--- config.mk ---
export PLATFORM = sky130hd
export DESIGN_NAME = store_write_buffer
export DESIGN_NICKNAME = d
export VERILOG_FILES = /design/src/rtl/rv_mem_pkg.sv /design/src/rtl/store_aligner.sv /design/src/rtl/store_write_buffer.sv
export SDC_FILE = /design/constraint.sdc
export NUM_CORES = 1
export LEC_CHECK = 0
export CAP_MARGIN = 20
export CORE_ASPECT_RATIO = 1.25
export CORE_MARGIN = 4
export CORE_UTILIZATION = 30
export CTS_BUF_LIST = sky130_fd_sc_hd__clkbuf_8
export DETAILED_ROUTE_END_ITERATION = 8
export GPL_TIMING_DRIVEN = 1
export PLACE_DENSITY_LB_ADDON = 0.15
export SKIP_CTS_REPAIR_TIMING = 1
export SYNTH_ARGS = -nofsm -noshare
export SYNTH_HDL_FRONTEND = slang
export SYNTH_SLANG_ARGS = --single-unit
--- constraint.sdc ---
create_clock -name clk -period 10.4 [get_ports clk]
set_clock_uncertainty 0.1 [all_clocks]
set_input_delay 2.08 -clock clk [delete_from_list [all_inputs] [get_ports clk]]
set_output_delay 2.08 -clock clk [all_outputs]
set_load 0.05 [all_outputs]
--- src/rtl/rv_mem_pkg.sv ---
// Shared memory-access codes, store-buffer entry layout and byte-lane mask helper.
// Used by both the store write buffer and the load-extension logic.
package rv_mem_pkg;

  localparam int WADDR_W = 30;

  typedef enum logic [2:0] {
    ST_SB   = 3'b000,
    ST_SH   = 3'b001,
    ST_SW   = 3'b010,
    ST_NONE = 3'b111
  } st_type_e;

  typedef enum logic [2:0] {
    LD_LB  = 3'b000,
    LD_LH  = 3'b001,
    LD_LW  = 3'b010,
    LD_LBU = 3'b100,
    LD_LHU = 3'b101
  } ld_type_e;

  typedef struct packed {
    logic [WADDR_W-1:0] waddr;
    logic [3:0]         mask;
    logic [31:0]        data;
  } sb_entry_t;

  // Load and store codes share their size encoding, so one helper serves both.
  function automatic logic [3:0] byte_mask(input logic [2:0] acc_type, input logic [1:0] lsb);
    logic [3:0] m;
    case (acc_type)
      3'b000, 3'b100: m = 4'b0001 << lsb;
      3'b001, 3'b101: m = 4'b0011 << lsb;
      3'b010:         m = 4'b1111;
      default:        m = 4'b0000;
    endcase
    return m;
  endfunction

endpackage

--- src/rtl/store_aligner.sv ---
// Combinational store alignment: byte-lane mask, lane-shifted data and misalignment detection.
module store_aligner
  import rv_mem_pkg::*;
(
  input  logic [2:0]  st_type,
  input  logic [1:0]  st_lsb,
  input  logic [31:0] st_data,
  output logic [3:0]  al_mask,
  output logic [31:0] al_data,
  output logic        al_misaligned,
  output logic        al_is_store
);

  always_comb begin
    al_is_store   = 1'b0;
    al_misaligned = 1'b0;
    case (st_type)
      ST_SB: al_is_store = 1'b1;
      ST_SH: begin
        al_is_store   = 1'b1;
        al_misaligned = st_lsb[0];
      end
      ST_SW: begin
        al_is_store   = 1'b1;
        al_misaligned = (st_lsb != 2'b00);
      end
      default: al_is_store = 1'b0;
    endcase
  end

  // Codes that only exist for loads (LBU/LHU) must not produce a store mask.
  assign al_mask = al_is_store ? byte_mask(st_type, st_lsb) : 4'b0000;
  assign al_data = st_data << {st_lsb, 3'b000};

endmodule

--- src/rtl/store_write_buffer.sv ---
// Store write buffer: aligns MEM-stage stores, queues them and drains one per granted cycle to the cache.
// Define STORE_FWD_EN to forward from the youngest fully-covering entry instead of stalling the load.
module store_write_buffer
  import rv_mem_pkg::*;
#(
  parameter int DEPTH  = 4,
  parameter int ADDR_W = 32
) (
  input  logic              clk,
  input  logic              rst,
  input  logic              st_valid,
  input  logic [2:0]        st_type,
  input  logic [ADDR_W-1:0] st_addr,
  input  logic [31:0]       st_data,
  output logic              st_ready,
  output logic              misalign,
  input  logic              ld_valid,
  input  logic [2:0]        ld_type,
  input  logic [ADDR_W-1:0] ld_addr,
  output logic              ld_hazard,
  output logic              ld_fwd_valid,
  output logic [31:0]       ld_fwd_data,
  input  logic              cache_grant,
  output logic [3:0]        cache_write_en,
  output logic [ADDR_W-3:0] cache_addr,
  output logic [31:0]       cache_in_data,
  output logic              empty
);

  localparam int PTR_W = $clog2(DEPTH);
  localparam int CNT_W = PTR_W + 1;

  sb_entry_t          fifo_q [DEPTH];
  logic [PTR_W-1:0]   wr_ptr_q, wr_ptr_d;
  logic [PTR_W-1:0]   rd_ptr_q, rd_ptr_d;
  logic [CNT_W-1:0]   count_q, count_d;
  logic               misalign_q, misalign_d;

  logic [3:0]         al_mask;
  logic [31:0]        al_data;
  logic               al_misaligned;
  logic               al_is_store;
  logic               full;
  logic               do_push;
  logic               do_pop;
  sb_entry_t          new_entry;
  sb_entry_t          head;

  logic [3:0]         ld_mask;
  logic [WADDR_W-1:0] ld_waddr;
  logic [PTR_W-1:0]   idx;
  logic               any_overlap;

  store_aligner u_aligner (
    .st_type       (st_type),
    .st_lsb        (st_addr[1:0]),
    .st_data       (st_data),
    .al_mask       (al_mask),
    .al_data       (al_data),
    .al_misaligned (al_misaligned),
    .al_is_store   (al_is_store)
  );

  assign full     = (count_q == CNT_W'(DEPTH));
  assign empty    = (count_q == '0);
  assign st_ready = !full;
  assign misalign = misalign_q;

  assign do_push = st_valid && st_ready && al_is_store && !al_misaligned;
  assign do_pop  = cache_grant && !empty;

  assign new_entry = '{waddr: WADDR_W'(st_addr[ADDR_W-1:2]), mask: al_mask, data: al_data};

  always_comb begin
    wr_ptr_d   = do_push ? wr_ptr_q + 1'b1 : wr_ptr_q;
    rd_ptr_d   = do_pop  ? rd_ptr_q + 1'b1 : rd_ptr_q;
    count_d    = count_q;
    if (do_push && !do_pop) count_d = count_q + 1'b1;
    if (!do_push && do_pop) count_d = count_q - 1'b1;
    misalign_d = st_valid && al_is_store && al_misaligned;
  end

  always_ff @(posedge clk or posedge rst) begin
    if (rst) begin
      for (int i = 0; i < DEPTH; i++) fifo_q[i] <= '0;
      wr_ptr_q   <= '0;
      rd_ptr_q   <= '0;
      count_q    <= '0;
      misalign_q <= 1'b0;
    end else begin
      if (do_push) fifo_q[wr_ptr_q] <= new_entry;
      wr_ptr_q   <= wr_ptr_d;
      rd_ptr_q   <= rd_ptr_d;
      count_q    <= count_d;
      misalign_q <= misalign_d;
    end
  end

  assign head           = fifo_q[rd_ptr_q];
  assign cache_write_en = empty ? 4'b0000 : head.mask;
  assign cache_addr     = head.waddr[ADDR_W-3:0];
  assign cache_in_data  = head.data;

`ifdef STORE_FWD_EN
  logic [PTR_W-1:0] young_idx;
  sb_entry_t        young;
  logic             covers;
`endif

  // Walk from oldest to youngest so the last hit is the youngest overlapping entry.
  always_comb begin
    ld_mask     = byte_mask(ld_type, ld_addr[1:0]);
    ld_waddr    = WADDR_W'(ld_addr[ADDR_W-1:2]);
    any_overlap = 1'b0;
    idx         = '0;
`ifdef STORE_FWD_EN
    young_idx   = '0;
`endif
    for (int k = 0; k < DEPTH; k++) begin
      idx = rd_ptr_q + PTR_W'(k);
      if ((CNT_W'(k) < count_q) && (fifo_q[idx].waddr == ld_waddr) &&
          ((fifo_q[idx].mask & ld_mask) != 4'b0000)) begin
        any_overlap = 1'b1;
`ifdef STORE_FWD_EN
        young_idx   = idx;
`endif
      end
    end
  end

`ifdef STORE_FWD_EN
  assign young        = fifo_q[young_idx];
  assign covers       = ((young.mask & ld_mask) == ld_mask);
  assign ld_fwd_valid = ld_valid && any_overlap && covers;
  assign ld_hazard    = ld_valid && any_overlap && !covers;
  assign ld_fwd_data  = ld_fwd_valid ? young.data : 32'h0;
`else
  assign ld_hazard    = ld_valid && any_overlap;
  assign ld_fwd_valid = 1'b0;
  assign ld_fwd_data  = 32'h0;
`endif

endmodule
==> Flow_metrics.wiki <==
{| class="wikitable"
! Metric !! Value
|-
| First-pass GRT wire length || 89500 um
|-
| Number of antenna violations at the first check in global routing || 2
|-
| PortBufs || 176
|-
| Vias in the first global route || 13935
|-
| Seq cells post-synth || 272
|-
| Setup crit end kind || primary output
|-
| Power density of the placed cells || 361 nW/um2
|-
| Complex-gate fraction of the synthesized area || 0.0718
|-
| CTS buffer count || 51
|-
| Highest-count cells in the layout ignoring fill and taps || 679 x sky130_fd_sc_hd__nand2_1, 270 x sky130_fd_sc_hd__dfrtp_1, 175 x sky130_fd_sc_hd__clkdlybuf4s50_1, 148 x sky130_fd_sc_hd__mux2i_1, 86 x sky130_fd_sc_hd__o21ai_0
|-
| Total count of max-transition violations in the final report || 0
|-
| Achievable Freq || 127 MHz
|-
| Total of max-cap violations || 0
|-
| Initial core utilization || 0.303
|-
| Share of synthesized registers carrying an async set or reset || 1.00
|-
| TritonCTS clock tree || done
|-
| Worst Reg2Reg Path Length in Cells || 4
|-
| Number of stages on the worst hold path || 2
|-
| Maximum number of pins on one net before global-route repair || 144
|-
| Grt total ovfl || 0
|-
| Startpoint class of the critical path || input port
|-
| Final Total Pwr || 7.14 mW
|-
| Result of the run || finished clean
|-
| Clock Sinks || 272
|-
| H-tree depth || 2
|-
| Total I/O pin count || 210
|-
| Max FO, Critical Path || 7
|-
| Via total after detailed routing || 13450
|-
| Final net count || 2039
|-
| Count of nets left with antenna violations after detail routing || 0
|-
| Cell at the root of the clock tree || sky130_fd_sc_hd__clkbuf_8
|-
| Cell area after synthesis || 16600 um2
|-
| WHS || 0.370 ns
|-
| Number of DRC violations after detailed-routing iteration 0 || 1076
|-
| Slew at the pin closest to its max-slew limit || 1.03 ns
|-
| Mean routed wirelength per cell || 22.3 um
|-
| Maximum ir drop on the vdd rail || 0.000243 V
|-
| Max Buffers Root-to-Sink || 3
|-
| Average cell area after synthesis || 9.16 um2
|-
| Most common cell after layout, fill and taps aside || sky130_fd_sc_hd__nand2_1
|-
| Proportion of synthesized area in mux cells || 0.202
|-
| Layout cells sized above 1 || 0.0925
|-
| Class of the tightest hold or removal check || flop to flop
|-
| Final cell utilization of the core || 0.360
|-
| Arrival time at the worst endpoint || 5.67 ns
|-
| Sequential share of the synthesized area || 0.410
|-
| Endpoint required time on the critical path || 8.22 ns
|-
| Worst Path Class, Setup || input port to primary output
|-
| Adder-cell area share of the yosys netlist || 0.00678
|-
| Library cells used by synthesis || 60
|-
| Most used flip-flop cell after synthesis || sky130_fd_sc_hd__dfrtp_1
|-
| Number of enable flip-flop cells after synthesis || 0
|-
| Routability cong. || 0.904
|-
| Mapped Cells || 1813
|-
| Final period utilization || 0.755
|-
| Chip Width || 218 um
|-
| Cell Rows || 96
|-
| Count of unresolved DRC violations after routing || 0
|-
| Overall routing resource usage || 0.200
|-
| Dominant combinational cell family by area after synthesis || multiplexers
|-
| Final critical path time including I/O delays and setup || 7.85 ns
|-
| Routed WL || 60100 um
|-
| RSZ-0062 raised after global routing || no
|-
| Post-Route Setup TNS || 0 ns
|-
| Setup-violating endpoint count in the final report || 0
|-
| Post-synthesis simple-gate area fraction || 0.195
|-
| Estimated wirelength of the detail-placed design || 40200 um
|-
| Static power due to leakage || 9.13 nW
|-
| Yosys warnings || 0
|-
| Number of detailed-routing iterations run before antenna repair || 5
|-
| Vertical die dimension || 271 um
|-
| Area of the die || 59200 um2
|-
| Slew margin rel. || 0.316
|-
| Clock transition at path regs || 0.05 ns
|-
| Post-Synth XOR/XNOR Area || 0.0606
|-
| Core area || 54900 um2
|-
| Average via count per standard cell || 4.99
|-
| Layout overhead on the synthesized area || 18.9%
|-
| Clock insertion delay at the later pin of the skew report || 0.64 ns
|-
| Hold Vio Cnt, Final || 0
|}
==> worst max-delay path, stage by stage <==
cell and delay, ns:
sky130_fd_sc_hd__clkdlybuf4s50_1 0.58, sky130_fd_sc_hd__or3b_2 0.49, sky130_fd_sc_hd__o31ai_1 0.18, sky130_fd_sc_hd__inv_1 0.13, sky130_fd_sc_hd__o221a_2 0.35, sky130_fd_sc_hd__a2111oi_0 0.53, sky130_fd_sc_hd__nand4_1 0.19, sky130_fd_sc_hd__a41oi_2 0.26
sky130_fd_sc_hd__clkdlybuf4s50_1 0.86
==> metal layers <==
layer | vias up | wire (um) | GRT usage
li1 | 6299 | - | -
met1 | 6606 | 25000 | 0.251
met2 | 416 | 29000 | 0.336
met3 | 127 | 3570 | 0.0388
met4 | 2 | 2610 | 0.0850
met5 | - | 12 | 0
==> through the flow <==
step | setup slack [ns] | std cells | instance area (um2)
after floorplan | 0.725 | 1845 | 16700
after CTS | 2.58 | 2692 | 19800
after global routing | 2.44 | 2693 | 19800
after detailed placement | 2.59 | 2605 | 18700
final | 2.55 | 2693 | 19800
after global placement | 2.68 | 2605 | 18700
==> flip-flops by register name (all words and copies together), names as in the netlist <==
signal and count:
fifo_q 264, count_q 3, rd_ptr_q 2, wr_ptr_q 2
misalign 1
==> cell families after synthesis <==
kind of cell    after synthesis
mux                         237
other cells                   1
flops                       272
fa+ha+maj                     9
simple gates                809
buf+inv                     173
xor+xnor                    115
compound gates              197
==> cells in the mapped netlist, types with 2 or more instances <==
cell                        number  share of area
sky130_fd_sc_hd__a2111oi_0       3         0.0016
sky130_fd_sc_hd__a211o_1         3         0.0016
sky130_fd_sc_hd__a211oi_1       12         0.0054
sky130_fd_sc_hd__a21oi_1        43          0.013
sky130_fd_sc_hd__a221oi_1        6         0.0032
sky130_fd_sc_hd__a22oi_1         2        0.00090
sky130_fd_sc_hd__a2bb2oi_1       3         0.0016
sky130_fd_sc_hd__a31oi_1         2        0.00075
sky130_fd_sc_hd__and2_1          4         0.0015
sky130_fd_sc_hd__buf_1           9         0.0020
sky130_fd_sc_hd__buf_2          32         0.0096
sky130_fd_sc_hd__buf_4          46          0.021
sky130_fd_sc_hd__clkbuf_1       72          0.016
sky130_fd_sc_hd__dfrtp_1       272           0.41
sky130_fd_sc_hd__ha_1            9         0.0068
sky130_fd_sc_hd__inv_1          10         0.0023
sky130_fd_sc_hd__mux2_2         14         0.0095
sky130_fd_sc_hd__mux2i_1       148          0.089
sky130_fd_sc_hd__mux4_1          8          0.013
sky130_fd_sc_hd__mux4_2         67          0.091
sky130_fd_sc_hd__nand2_1       683           0.15
sky130_fd_sc_hd__nand3_1         6         0.0018
sky130_fd_sc_hd__nand4_1        19         0.0072
sky130_fd_sc_hd__nor2_1         50          0.011
sky130_fd_sc_hd__nor2b_1        16         0.0060
sky130_fd_sc_hd__nor3_1          8         0.0024
sky130_fd_sc_hd__nor3b_1         3         0.0014
sky130_fd_sc_hd__nor4_1          9         0.0034
sky130_fd_sc_hd__o211ai_1        6         0.0027
sky130_fd_sc_hd__o21ai_0        86          0.026
sky130_fd_sc_hd__o221ai_1        2         0.0011
sky130_fd_sc_hd__o22ai_1        10         0.0038
sky130_fd_sc_hd__o2bb2ai_1       4         0.0021
sky130_fd_sc_hd__o31ai_1         4         0.0018
sky130_fd_sc_hd__or3_1           2        0.00075
sky130_fd_sc_hd__or4_1           3         0.0014
sky130_fd_sc_hd__xnor2_1        77          0.041
sky130_fd_sc_hd__xor2_1         38          0.020
==> worst paths after layout <==
kind / startpoint / to / slack (ns)
max reg2reg: rd_ptr_q[0] / rd_ptr_q[1] / 7.45
min in group asynchronous: rst / fifo_q[196] / 1.91
min reg2reg: fifo_q[15] / fifo_q[15] / 0.37
max in group asynchronous: rst / fifo_q[143] / 6.88
max: ld_type[1] / ld_hazard / 2.55
min: fifo_q[15] / fifo_q[15] / 0.37
==> power by group <==
group | internal, mW | switching [mW] | leakage (nW)
logic | 1.58 | 2.51 | 5.03
clock network | 0.601 | 0.495 | 0.590
registers | 1.52 | 0.428 | 3.51
total | 3.70 | 3.43 | 9.13
==> layout make-up <==
cell class,instances,area (um2)
Timing Repair Buffer,188,1870
Tap cell,735,920
Inverter,10,45.0
Sequential cell,272,6810
Multi-Input combinational cell,1400,9070
Clock inverter,30,245
Antenna cell,1,2.50
Fill cell,5691,35100
Clock buffer,57,785
(Power assumes the default switching activity.)
==> variant (same flow settings) <==
Add a define of `STORE_FWD_EN`.
--- a/src/rtl/store_write_buffer.sv
+++ b/src/rtl/store_write_buffer.sv
@@ -2,2 +2,4 @@
 // Define STORE_FWD_EN to forward from the youngest fully-covering entry instead of stalling the load.
+`define STORE_FWD_EN
+
 module store_write_buffer
Formal check against the unedited RTL: not equivalent (a bounded check fails within 4 cycles, from zero or initial values and one cycle with rst high).
==> variant against the original RTL <==
Via count is 23% higher. Largest cell class unchanged. Non-clock buffer count is 56 higher. Register-to-register slack better by 80 ps. Synthesized area is 16% higher. Worst setup slack worse by 1900 ps. Power is 9.0% higher. Critical path type unchanged. Routed wire length is 27% higher. Sequential cell count stayed put. Sequential share of layout area is 5.4 points lower. Count of clock-buffer cells in the layout is 8 higher. Largest power group unchanged. Final area is 18% higher. Critical path depth is 6 higher.
==> variant: results (changes against the original RTL) <==
| Metric | Value |
|---|---|
| Ys flop type | dfrtp_1 |
| Port Buf Inserts | 209 (+19%) |
| Switch share | 0.495 (+0.0145) |
| Maximum clock path buffer count | 3 (unchanged) |
| Layout net count | 2324 (+14%) |
| Post-DP HPWL | 53.8 mm (+34%) |
| GPL Wtd Cong | 0.981 (+8.5%) |
| CP arrival | 7610 ps (+1940 ps) |
| Hold Path Depth | 2 (unchanged) |
| Routed via count | 16600 (+23%) |
| Antenna violations before repair | 9 (+7) |
| Worst hold path class | reg2reg |
| Hold path start | fifo_q[77] |
| First-pass GRT wire length | 113 mm (+27%) |
| Register area share after synthesis | 0.354 (-0.0562) |
| First-pass DRT Iterations | 5 (unchanged) |
| Largest net degree at the start of global routing | 95 (-34%) |
| Non-Filler Instances | 3094 (+15%) |
| Htree depth | 2 (unchanged) |
| Fillers | 6516 (+14%) |
| Biggest regs | fifo_q (264), count_q (3) |
| R2r startpoint | count_q[0] |
| Cts bufs inserted | 52 (+2.0%) |
| Worst-path clk slew | 50 ps (about the same) |
| Residual DRC | 0 (unchanged) |
| Root buf cell | clkbuf_8 |
| Synth top cells by count | nand2_1, dfrtp_1, mux2i_1 |
| Worst VDD drop | 155 uV (-36%) |
| Synth async-reset ratio | 1.00 (unchanged) |
| Syn Area/Cell | 9.30 sq um (+1.5%) |
| FF-to-FF setup slack | 7530 ps (+80 ps) |
| Total GRT Usage | 0.219 (+0.0194) |
| Leakage power | 0.0101 uW (+11%) |
| Ratio of cells with drive above 1 in the final layout | 0.142 (+0.0497) |
| Post-DP Area | 22300 sq um (+19%) |
| Syn_nets | 2187 |
| Largest cells by area after synthesis | dfrtp_1, nand2_1, mux4_2, mux2i_1, xnor2_1 |
| Worst slew pin tran | 1130 ps (+108 ps) |
| Distinct cells, synth | 83 (+38%) |
| Critical-path maximum fanout | 17 (+10) |
| Yosys warns | 0 (unchanged) |
| Status | finished clean |
| DRT Wirelength | 76.4 mm (+27%) |
| 1st-iter DRT viols | 1200 (+12%) |
| Reg-to-reg endpoint | fifo_q[101] |
| Clk Latency, worst-skew pair | 650 ps |
| Reg2Reg Depth | 8 (+4) |
| WHS Endpoint | fifo_q[77] |
| Post-placement cell count | 2993 (+15%) |
-- variant: changes by cell type in the layout (fill, tap and decap cells not counted), sizes merged, moves of 12 or more --
cell     unedited run  this run
conb               33         0
nor2b              16        47
mux2               14        28
mux2i             148       191
xor2               38        22
nand3               6        23
a211oi             12        47
a2111oi             3        35
o21ai              86       101
mux4               75        87
buf                13        68
-- variant: critical path: stages --
cell	delay, ps
clkdlybuf4s50_1	700
o22ai_1	110
or4_1	540
nor4_1	430
or2_2	220
nor4b_1	680
a21oi_1	410
mux2_1	440
a2111oi_4	350
a211o_1	200
o2111ai_4	180
buf_4	330
a2111oi_0	560
buf_4	210
buf_12	130
-- variant: worst max path at each step --
stage           startpoint         endpoint  slack [ps]  cells after the start
6_report       ld_addr[28]  ld_fwd_data[31]         610                     15
4_1_cts         ld_addr[0]  ld_fwd_data[31]         600                     15
5_1_grt         ld_addr[9]  ld_fwd_data[31]         310                     15
3_3_place_gp    ld_addr[1]   ld_fwd_data[3]         770                     15
2_1_floorplan          rst       count_q[0]         720                      1
3_5_place_dp    ld_addr[0]  ld_fwd_data[31]         630                     15
-- variant: power groups by stage --
stage | sequential [uW] | clock, uW | combinational [uW]
2_1_floorplan | 1820 | 0 | 3310
3_3_place_gp | 2040 | 0 | 4580
3_5_place_dp | 2060 | 0 | 4590
4_1_cts | 2050 | 1170 | 4610
5_1_grt | 2130 | 1210 | 4860
6_report | 2050 | 1130 | 4600
-- variant: cells by family (layout without fill, tap and decap cells) --
kind of cell             count (synthesis)  in the layout  synth area share
AO/OA/AOI/OAI                          313            313             0.138
XOR/XNOR                               100            100            0.0455
adder cells (fa/ha/maj)                  9              9           0.00585
buffers and inverters                  183            362            0.0454
flip-flops                             272            272             0.354
multiplexers                           306            306             0.218
other                                    0              4                 0
AND/OR/NAND/NOR                        888            888             0.194
-- variant: cell type report --
| class | instances | area, sq um | area share |
|---|---|---|---|
| multi-input combinational | 1616 | 11600 | 0.498 |
| antenna | 4 | 10.0 | 0.000428 |
| timing repair buffer | 244 | 2680 | 0.114 |
| inverter | 22 | 90.1 | 0.00385 |
| tap | 840 | 1050 | 0.0449 |
| sequential | 272 | 6810 | 0.291 |
| clock inverter | 31 | 208 | 0.00888 |
| clock buffer | 65 | 895 | 0.0383 |
-- variant: metal layers --
| layer | track usage | share of wire | vias up |
|---|---|---|---|
| li1 | - | - | 7569 |
| met1 | 0.268 | 0.40 | 8332 |
| met2 | 0.378 | 0.50 | 548 |
| met3 | 0.0505 | 0.061 | 143 |
| met4 | 0.0754 | 0.036 | 10 |
| met5 | 0 | 0.00081 | - |
-- variant: metrics by stage --
step,setup slack [ps],hold WS [ps]
after floorplan,725,356
after global placement,774,371
after detailed placement,629,382
after CTS,600,400
after global routing,314,423
final,608,394
